<file path="config.mk">
export PLATFORM = sky130hd
export DESIGN_NAME = sfp_frame_handler
export DESIGN_NICKNAME = d
export VERILOG_FILES = /design/src/rtl/sfp_frame_handler.sv
export SDC_FILE = /design/constraint.sdc
export NUM_CORES = 1
export LEC_CHECK = 0
export BUFFER_PORTS_ARGS = -buffer_cell sky130_fd_sc_hd__buf_4
export CORE_ASPECT_RATIO = 2
export CORE_MARGIN = 10
export CORE_UTILIZATION = 52
export DETAILED_ROUTE_END_ITERATION = 10
export PLACE_DENSITY = 0.78
export SYNTH_ARGS = -nofsm -noshare
export SYNTH_HDL_FRONTEND = slang
export SYNTH_SLANG_ARGS = --single-unit
</file>
<file path="constraint.sdc">
create_clock -name i_clk -period 3 [get_ports i_clk]
set_clock_uncertainty 0.1 [all_clocks]
set_input_delay 0.15 -clock i_clk [delete_from_list [all_inputs] [get_ports i_clk]]
set_output_delay 0.15 -clock i_clk [all_outputs]
set_load 0.01 [all_outputs]
</file>
<file path="src/rtl/sfp_frame_handler.sv">
// Bridge between the MPS core's parallel SFP frame bus and the Aurora 64B/66B user AXI-Stream.
// TX serialises one latched frame (lowest beat first); RX reassembles beats and flags good or bad frames.
//
// state    | meaning
// TX_IDLE  | waiting for a start-flag rising edge with the channel up
// TX_SEND  | presenting beats on m_axis, advancing on each handshake
// RX_RUN   | assembling beats into the frame buffer
// RX_DROP  | discarding the tail of an over-long frame until its tlast
module sfp_frame_handler #(
    parameter int C_AXIS_TDATA_WIDTH = 64,
    parameter int C_NUMBER_OF_FRAME  = 2,
    parameter int C_DATA_FRAME_BIT   = C_AXIS_TDATA_WIDTH * C_NUMBER_OF_FRAME,
    parameter int C_RX_TIMEOUT       = 1000
) (
    input  logic                          i_clk,
    input  logic                          i_rst,
    input  logic                          i_channel_up,
    input  logic                          i_tx_start_flag,
    input  logic [C_DATA_FRAME_BIT-1:0]   i_tx_data,
    output logic [C_AXIS_TDATA_WIDTH-1:0] m_axis_tdata,
    output logic                          m_axis_tvalid,
    output logic                          m_axis_tlast,
    input  logic                          m_axis_tready,
    input  logic [C_AXIS_TDATA_WIDTH-1:0] s_axis_tdata,
    input  logic                          s_axis_tvalid,
    input  logic                          s_axis_tlast,
    output logic [C_DATA_FRAME_BIT-1:0]   o_rx_data,
    output logic                          o_rx_end_flag,
    output logic                          o_tx_busy,
    output logic                          o_rx_err,
    output logic [15:0]                   o_rx_frame_cnt
);
    localparam int W     = C_AXIS_TDATA_WIDTH;
    localparam int N     = C_NUMBER_OF_FRAME;
    localparam int IDX_W = (N > 2) ? $clog2(N) : 1;
    localparam int TMR_W = $clog2(C_RX_TIMEOUT + 1);
    localparam logic [IDX_W-1:0] LAST_IDX = IDX_W'(N - 1);
    localparam logic [TMR_W-1:0] TMR_LOAD = TMR_W'(C_RX_TIMEOUT - 1);

    typedef enum logic {TX_IDLE, TX_SEND} tx_state_t;
    typedef enum logic {RX_RUN, RX_DROP} rx_state_t;

    tx_state_t                 tx_state;
    logic                      start_d;
    logic                      start_edge;
    logic [C_DATA_FRAME_BIT-1:0] tx_shift;
    logic [IDX_W-1:0]          tx_idx;

    rx_state_t                 rx_state;
    logic [IDX_W-1:0]          rx_idx;
    logic [C_DATA_FRAME_BIT-1:0] rx_buf;
    logic [C_DATA_FRAME_BIT-1:0] rx_assembled;
    logic [TMR_W-1:0]          rx_tmr;

    assign start_edge = i_tx_start_flag & ~start_d;
    assign o_tx_busy  = (tx_state != TX_IDLE);

    // tx_shift keeps the beat currently on the bus in its low slice
    always_ff @(posedge i_clk) begin
        if (!i_rst) begin
            tx_state      <= TX_IDLE;
            start_d       <= 1'b0;
            tx_shift      <= '0;
            tx_idx        <= '0;
            m_axis_tdata  <= '0;
            m_axis_tvalid <= 1'b0;
            m_axis_tlast  <= 1'b0;
        end else begin
            start_d <= i_tx_start_flag;
            case (tx_state)
                TX_IDLE: begin
                    if (start_edge && i_channel_up) begin
                        tx_shift      <= i_tx_data;
                        tx_idx        <= '0;
                        m_axis_tdata  <= i_tx_data[W-1:0];
                        m_axis_tvalid <= 1'b1;
                        m_axis_tlast  <= 1'b0;
                        tx_state      <= TX_SEND;
                    end
                end
                TX_SEND: begin
                    if (!i_channel_up) begin
                        m_axis_tvalid <= 1'b0;
                        m_axis_tlast  <= 1'b0;
                        tx_state      <= TX_IDLE;
                    end else if (m_axis_tready) begin
                        if (tx_idx == LAST_IDX) begin
                            m_axis_tvalid <= 1'b0;
                            m_axis_tlast  <= 1'b0;
                            tx_state      <= TX_IDLE;
                        end else begin
                            tx_shift     <= tx_shift >> W;
                            m_axis_tdata <= tx_shift[2*W-1:W];
                            m_axis_tlast <= (tx_idx == LAST_IDX - 1'b1);
                            tx_idx       <= tx_idx + 1'b1;
                        end
                    end
                end
                default: tx_state <= TX_IDLE;
            endcase
        end
    end

    always_comb begin
        rx_assembled = rx_buf;
        rx_assembled[int'(rx_idx)*W +: W] = s_axis_tdata;
    end

    // rx_tmr is a down-counter reloaded on every beat; zero while idle means the gap limit is reached
    always_ff @(posedge i_clk) begin
        if (!i_rst) begin
            rx_state       <= RX_RUN;
            rx_idx         <= '0;
            rx_buf         <= '0;
            rx_tmr         <= TMR_LOAD;
            o_rx_data      <= '0;
            o_rx_end_flag  <= 1'b0;
            o_rx_err       <= 1'b0;
            o_rx_frame_cnt <= '0;
        end else begin
            o_rx_end_flag <= 1'b0;
            o_rx_err      <= 1'b0;
            if (!i_channel_up) begin
                rx_state <= RX_RUN;
                rx_idx   <= '0;
                rx_tmr   <= TMR_LOAD;
            end else if (s_axis_tvalid) begin
                rx_tmr <= TMR_LOAD;
                if (rx_state == RX_DROP) begin
                    if (s_axis_tlast) begin
                        rx_state <= RX_RUN;
                    end
                end else if (s_axis_tlast) begin
                    rx_idx <= '0;
                    if (rx_idx == LAST_IDX) begin
                        o_rx_data      <= rx_assembled;
                        o_rx_end_flag  <= 1'b1;
                        o_rx_frame_cnt <= o_rx_frame_cnt + 16'd1;
                    end else begin
                        o_rx_err <= 1'b1;
                    end
                end else if (rx_idx == LAST_IDX) begin
                    o_rx_err <= 1'b1;
                    rx_idx   <= '0;
                    rx_state <= RX_DROP;
                end else begin
                    rx_buf <= rx_assembled;
                    rx_idx <= rx_idx + 1'b1;
                end
            end else if (rx_tmr != '0) begin
                rx_tmr <= rx_tmr - 1'b1;
            end else if (rx_state == RX_RUN && rx_idx != '0) begin
                o_rx_err <= 1'b1;
                rx_idx   <= '0;
            end
        end
    end
endmodule

</file>
### Yosys cells after proc, flatten, opt, wreduce, memory -nomap -nowiden

Cells that the tools add are included.

| word-level totals | value |
|---|---|
| flip-flop bits (word level) | 483 |
| latch bits | 0 |
| bits in writable memories | 0 |
| bits in read-only memories | 0 |
| logic and storage cells | 100 |
| memories | 0 |

| cells by class | value |
|---|---|
| $add $sub $neg | 5 |
| $mul | 0 |
| div/mod/pow operators | 0 |
| $lt $le $gt $ge | 0 |
| equality and inequality tests | 8 |
| shift operators | 2 |
| multiplexer cells | 46 |
| bitwise gates (word level) | 10 |
| reductions and logical operators | 14 |

Operators by type and width:

| kind | number |
|---|---|
| two-way mux 128 bit | 4 |
| two-way mux 64 bit | 4 |
| one-hot mux 128 bit (2 select lines) | 1 |
| bitwise mux 128 bit | 1 |
| one-hot mux 64 bit (2 select lines) | 1 |
| variable shift 64 x 33 -> 128 bit (first input constant) | 1 |
| indexed part select 64 x 33 -> 128 bit | 1 |
| negator 7 -> 33 bit | 1 |
| two-way mux 1 bit | 31 |
| adder 16 x 1 -> 16 bit (second input constant) | 1 |
| inequality test 2 bit (second input constant) | 6 |
| AND reduction 5 bit | 2 |
| nonzero test 10 bit | 1 |
| subtractor 10 x 1 -> 10 bit (second input constant) | 1 |
| NOT 1 bit | 9 |
| AND reduction 3 bit | 3 |
| one-hot mux 1 bit (2 select lines) | 4 |
| OR reduction 5 bit | 1 |
| AND reduction 2 bit | 2 |
| AND reduction 4 bit | 1 |
| inequality test 3 x 2 -> 1 bit (second input constant) | 1 |
| inequality test 3 bit (second input constant) | 1 |
| OR reduction 3 bit | 1 |
| adder 1 bit (second input constant) | 2 |
| 3 further kinds | 4 |

### Longest topological paths before layout

| depth | value |
|---|---|
| word-level depth | 5 |
| gate-level depth with buffers | 8 |
| depth with buffers taken out | 6 |

### Worst setup path before layout

Ideal clock, no wire load.

| timing path | value |
|---|---|
| path type | flip-flop to flip-flop |
| start point | register o_rx_frame_cnt[0] |
| end point | register o_rx_frame_cnt[14] |
| library setup time | 71 ps |
| arrival | 1692 ps |
| data required time | 2829 ps |
| slack | 1138 ps |
| cell stages (with the launch flop) | 6 |
| clock period less this slack | 1862 ps |
| cell sequence | dfxtp_1 > ha_1 > nand3_1 > or4_4 > or3_1 > a21oi_1 |

| on the way | value |
|---|---|
| word-level cells in the longest chain between the ends | 1 |

RTL lines:

| what | RTL line | text |
|---|---|---|
| start: declaration | 31 | `output logic [15:0] o_rx_frame_cnt` |
| start signal: assignment | 138 | `o_rx_frame_cnt <= o_rx_frame_cnt + 16'd1;` |
| adder 16 x 1 -> 16 bit | 138 |  |

Every way passes these cells.
A chain may end at the register's enable or synchronous reset.

### Worst setup path in the final report

| timing path | value |
|---|---|
| start point | register tx_state, in the netlist o_tx_busy |
| end point | output port o_tx_busy |

RTL lines:

| what | RTL line | text |
|---|---|---|
| start: declaration | 43 | `tx_state_t tx_state;` |
| start signal: assignment | 61 | `tx_state <= TX_IDLE;` |
| start signal: assignment | 78 | `tx_state <= TX_SEND;` |
| start signal: assignment | 85 | `tx_state <= TX_IDLE;` |
| end: declaration | 29 | `output logic o_tx_busy,` |

No word-level cell between the ends.

==> load_flow_metrics.sql <==
INSERT INTO impl_metrics (metric_group, metric, value, unit) VALUES
('run_status', 'run_status', 'finished, final reports clean', ''),
('placed_design', 'dp_hpwl', '35300', 'um'),
('cells_and_area', 'finalInstanceArea', '23400', 'um2'),
('detailed_routing', 'final_antenna_net_count', '0', ''),
('grt', 'first_global_vias', '15909', ''),
('logic_synthesis', 'largest_family_of_logic_cells_by_synthesized_area', 'compound AO/OA/AOI/OAI gates', ''),
('detailed_routing', 'dr_total_vias', '15690', ''),
('sta', 'layout_min_cycle_time', '2410', 'ps'),
('logic_synthesis', 'yosys.area_share.xor_xnor', '0.762', '%'),
('logic_synthesis', 'mappedNetlistArea', '17200', 'um2'),
('min_path', 'min_from', 'i_tx_data[90]', ''),
('critical_path', 'worstSetupEndpointType', 'output pin', ''),
('logic_synthesis', 'synth_area_leaders', 'sky130_fd_sc_hd__dfxtp_1 49%, sky130_fd_sc_hd__mux2i_1 11%, sky130_fd_sc_hd__a211oi_1 6.1%', ''),
('critical_path', 'crit-reg2reg-capture', 'o_rx_data[80]', ''),
('sta', 'slew_viol_final', '0', ''),
('placed_design', 'numPortBuffers', '411', ''),
('floorplanning', 'die-width', '149', 'um'),
('cells_and_area', 'layoutNonFillerInstCount', '2813', ''),
('sta', 'worst_slew_margin_rel', '31.9', '%'),
('clock_network', 'clk_pin_slew', '70', 'ps'),
('floorplanning', 'initial_utilization', '52.5', '%'),
('detailed_routing', 'drc', '0', ''),
('cells_and_area', 'drive_above_1_share', '24.2', '%'),
('clock_network', 'tritoncts', 'built', ''),
('grt', 'grt_util_met2', '44.8', '%'),
('floorplanning', 'die_y', '277', 'um'),
('clock_network', 'cts_num_sinks', '419', ''),
('critical_path', 'critical-path-top-cell-by-count', 'sky130_fd_sc_hd__buf_4', ''),
('cells_and_area', 'filler_cell_count', '2238', ''),
('min_path', 'hold_path_end', 'tx_shift[90]', ''),
('critical_path', 'worst-setup-path-type', 'reg -> out', ''),
('logic_synthesis', 'syn_nets', '2081', ''),
('logic_synthesis', 'synth_area_per_cell', '9.19', 'um2'),
('grt', 'sum_of_overflow_across_all_layers_after_global_routing', '0', ''),
('sta', 'fmax', '415', 'MHz'),
('logic_synthesis', 'ys_warn_count', '0', ''),
('logic_synthesis', 'synth_ff_type', 'sky130_fd_sc_hd__dfxtp_1', ''),
('critical_path', 'cp_slowest_cell', 'sky130_fd_sc_hd__buf_4', ''),
('grt', 'grt_max_degree', '116', ''),
('floorplanning', 'floorplan.io_pins', '412', ''),
('detailed_routing', 'routed_vias_inst', '5.58', ''),
('critical_path', 'cp_cell_sequence', 'buf_4 > buf_4', ''),
('grt', 'met1_routing_resource_usage_after_global_routing', '26.6', '%'),
('logic_synthesis', 'yosys-mux-area-fraction', '11.3', '%'),
('detailed_routing', 'initialDrtViolationCount', '892', ''),
('critical_path', 'timing.critical_path.max_delay_family', 'buffers and inverters', ''),
('logic_synthesis', 'number_of_unique_standard_cell_types_used_by_synthesis', '45', ''),
('logic_synthesis', 'async_reset_ff_share', '0', '%'),
('critical_path', 'cp.buffers_inverters', '2', ''),
('logic_synthesis', 'synth_compound_area_share', '17.6', '%'),
('sta', 'setup-violations-final', '0', ''),
('placed_design', 'place_inst', '2542', ''),
('critical_path', 'critical-path-max-stage-delay', '800', 'ps'),
('grt', 'global_route.usage.total', '25.1', '%'),
('floorplanning', 'floorplan_core_area', '32800', 'um2'),
('clock_network', 'clockBufferDepth', '3', ''),
('clock_network', 'cts_root_buffer', 'sky130_fd_sc_hd__clkbuf_16', ''),
('min_path', 'hold_path.class', 'in -> reg', ''),
('cells_and_area', 'area.sequential', '8400', 'um2'),
('logic_synthesis', 'synth-simple-area-share', '14.1', '%'),
('logic_synthesis', 'synth-edff-count', '0', ''),
('floorplanning', 'die_area', '41300', 'um2'),
('clock_network', 'cts.htree.levels', '2', ''),
('clock_network', 'clock_latency', '530', 'ps'),
('critical_path', 'r2r_slack', '690', 'ps'),
('sta', 'post-route-period-util', '80.2', '%'),
('detailed_routing', 'dr.pass1.iters', '5', ''),
('pwr', 'vdd.ir_drop.worst', '0.000523', 'V'),
('logic_synthesis', 'ys_seq_elements', '419', ''),
('grt', 'globalRouteMet3Util', '5.74', '%'),
('detailed_routing', 'sum_of_routed_wire_length_over_all_layers', '54800', 'um');
[registers in the layout, indices dropped and copies added, names as in the netlist, 10 cells and up]
name,count
m_axis_tdata,63
o_rx_frame_cnt,16
rx_tmr,10
o_rx_data,128
rx_buf,128
tx_shift,65
[final cells by class]
class                      count  area share [%]
sequential                   419            35.8
multi-input combinational   1234            32.8
timing repair buffer         651            23.7
clock buffer                  58            4.81
tap                          432            2.31
clock inverter                 7           0.326
inverter                       6           0.128
antenna                        6          0.0641
[layout by cell type (no fill, tap or decap), types with 3 or more instances in the layout]
cell / instances
sky130_fd_sc_hd__nor3_1: 6
sky130_fd_sc_hd__nand3_1: 10
sky130_fd_sc_hd__mux2i_1: 195
sky130_fd_sc_hd__diode_2: 6
sky130_fd_sc_hd__nand4_1: 9
sky130_fd_sc_hd__clkbuf_1: 11
sky130_fd_sc_hd__a211oi_2: 56
sky130_fd_sc_hd__dfxtp_1: 417
sky130_fd_sc_hd__xnor2_1: 8
sky130_fd_sc_hd__xor2_1: 7
sky130_fd_sc_hd__ha_1: 6
sky130_fd_sc_hd__buf_4: 437
sky130_fd_sc_hd__and4_1: 3
sky130_fd_sc_hd__buf_12: 14
sky130_fd_sc_hd__a31oi_1: 3
sky130_fd_sc_hd__or3_1: 6
sky130_fd_sc_hd__dlygate4sd3_1: 200
sky130_fd_sc_hd__nor2_1: 276
sky130_fd_sc_hd__clkbuf_16: 39
sky130_fd_sc_hd__a211oi_1: 139
sky130_fd_sc_hd__nand2_1: 276
sky130_fd_sc_hd__a22oi_1: 64
sky130_fd_sc_hd__o21ai_0: 5
sky130_fd_sc_hd__inv_1: 5
sky130_fd_sc_hd__a21oi_1: 138
sky130_fd_sc_hd__clkbuf_8: 8
[worst min-delay path, cell delays in order]
cell,delay (ps)
sky130_fd_sc_hd__dlygate4sd3_1,540
sky130_fd_sc_hd__buf_4,100
sky130_fd_sc_hd__a22oi_1,60
sky130_fd_sc_hd__nor2_1,70
[logic make-up after synthesis]
kind of cell    count (synthesis)
simple gates                  605
xor+xnor                       15
fa+ha+maj                       6
compound gates                413
buf+inv                       223
mux                           195
flops                         419
[power breakdown]
part | leakage, nW | switching (W) | internal, W
clock | 0.583 | 0.00210 | 0.00269
combinational | 4.76 | 0.000751 | 0.000760
sequential | 3.40 | 0.000112 | 0.00573
total | 8.74 | 0.00296 | 0.00918
[metrics by stage]
step	total power, W	worst slack (ps)
after floorplan	0.00674	1140
after global placement	0.00719	757
after detailed placement	0.00723	671
after CTS	0.0122	569
after global routing	0.0126	491
final	0.0121	593
[worst max path at each step]
stage	end	cells after the start	from	slack [ps]
5_1_grt	o_tx_busy	2	o_tx_busy	490
3_3_place_gp	o_rx_err	6	rx_tmr[0]	760
2_1_floorplan	o_rx_frame_cnt[14]	5	o_rx_frame_cnt[0]	1140
3_5_place_dp	o_rx_err	6	rx_tmr[0]	670
4_1_cts	o_tx_busy	2	o_tx_busy	570
6_report	o_tx_busy	2	o_tx_busy	590
[metal layers]
layer | share of wire [%] | vias up
met1 | 36 | 7489
met5 | 0 | -
li1 | - | 7410
met4 | 5.3 | 0
met2 | 52 | 625
met3 | 7.1 | 166
[repair_timing]
| item | 4_1_cts | 5_1_grt |
|---|---|---|
| hold buffers | 200 | 0 |
| gates resized for setup | 0 | 0 |
| endpoints found under the hold margin | 401 | 0 |
| buffers inserted | 0 | 0 |
| endpoints found under the setup margin | 0 | 0 |
No activity file was read; power rests on OpenSTA's default activity.
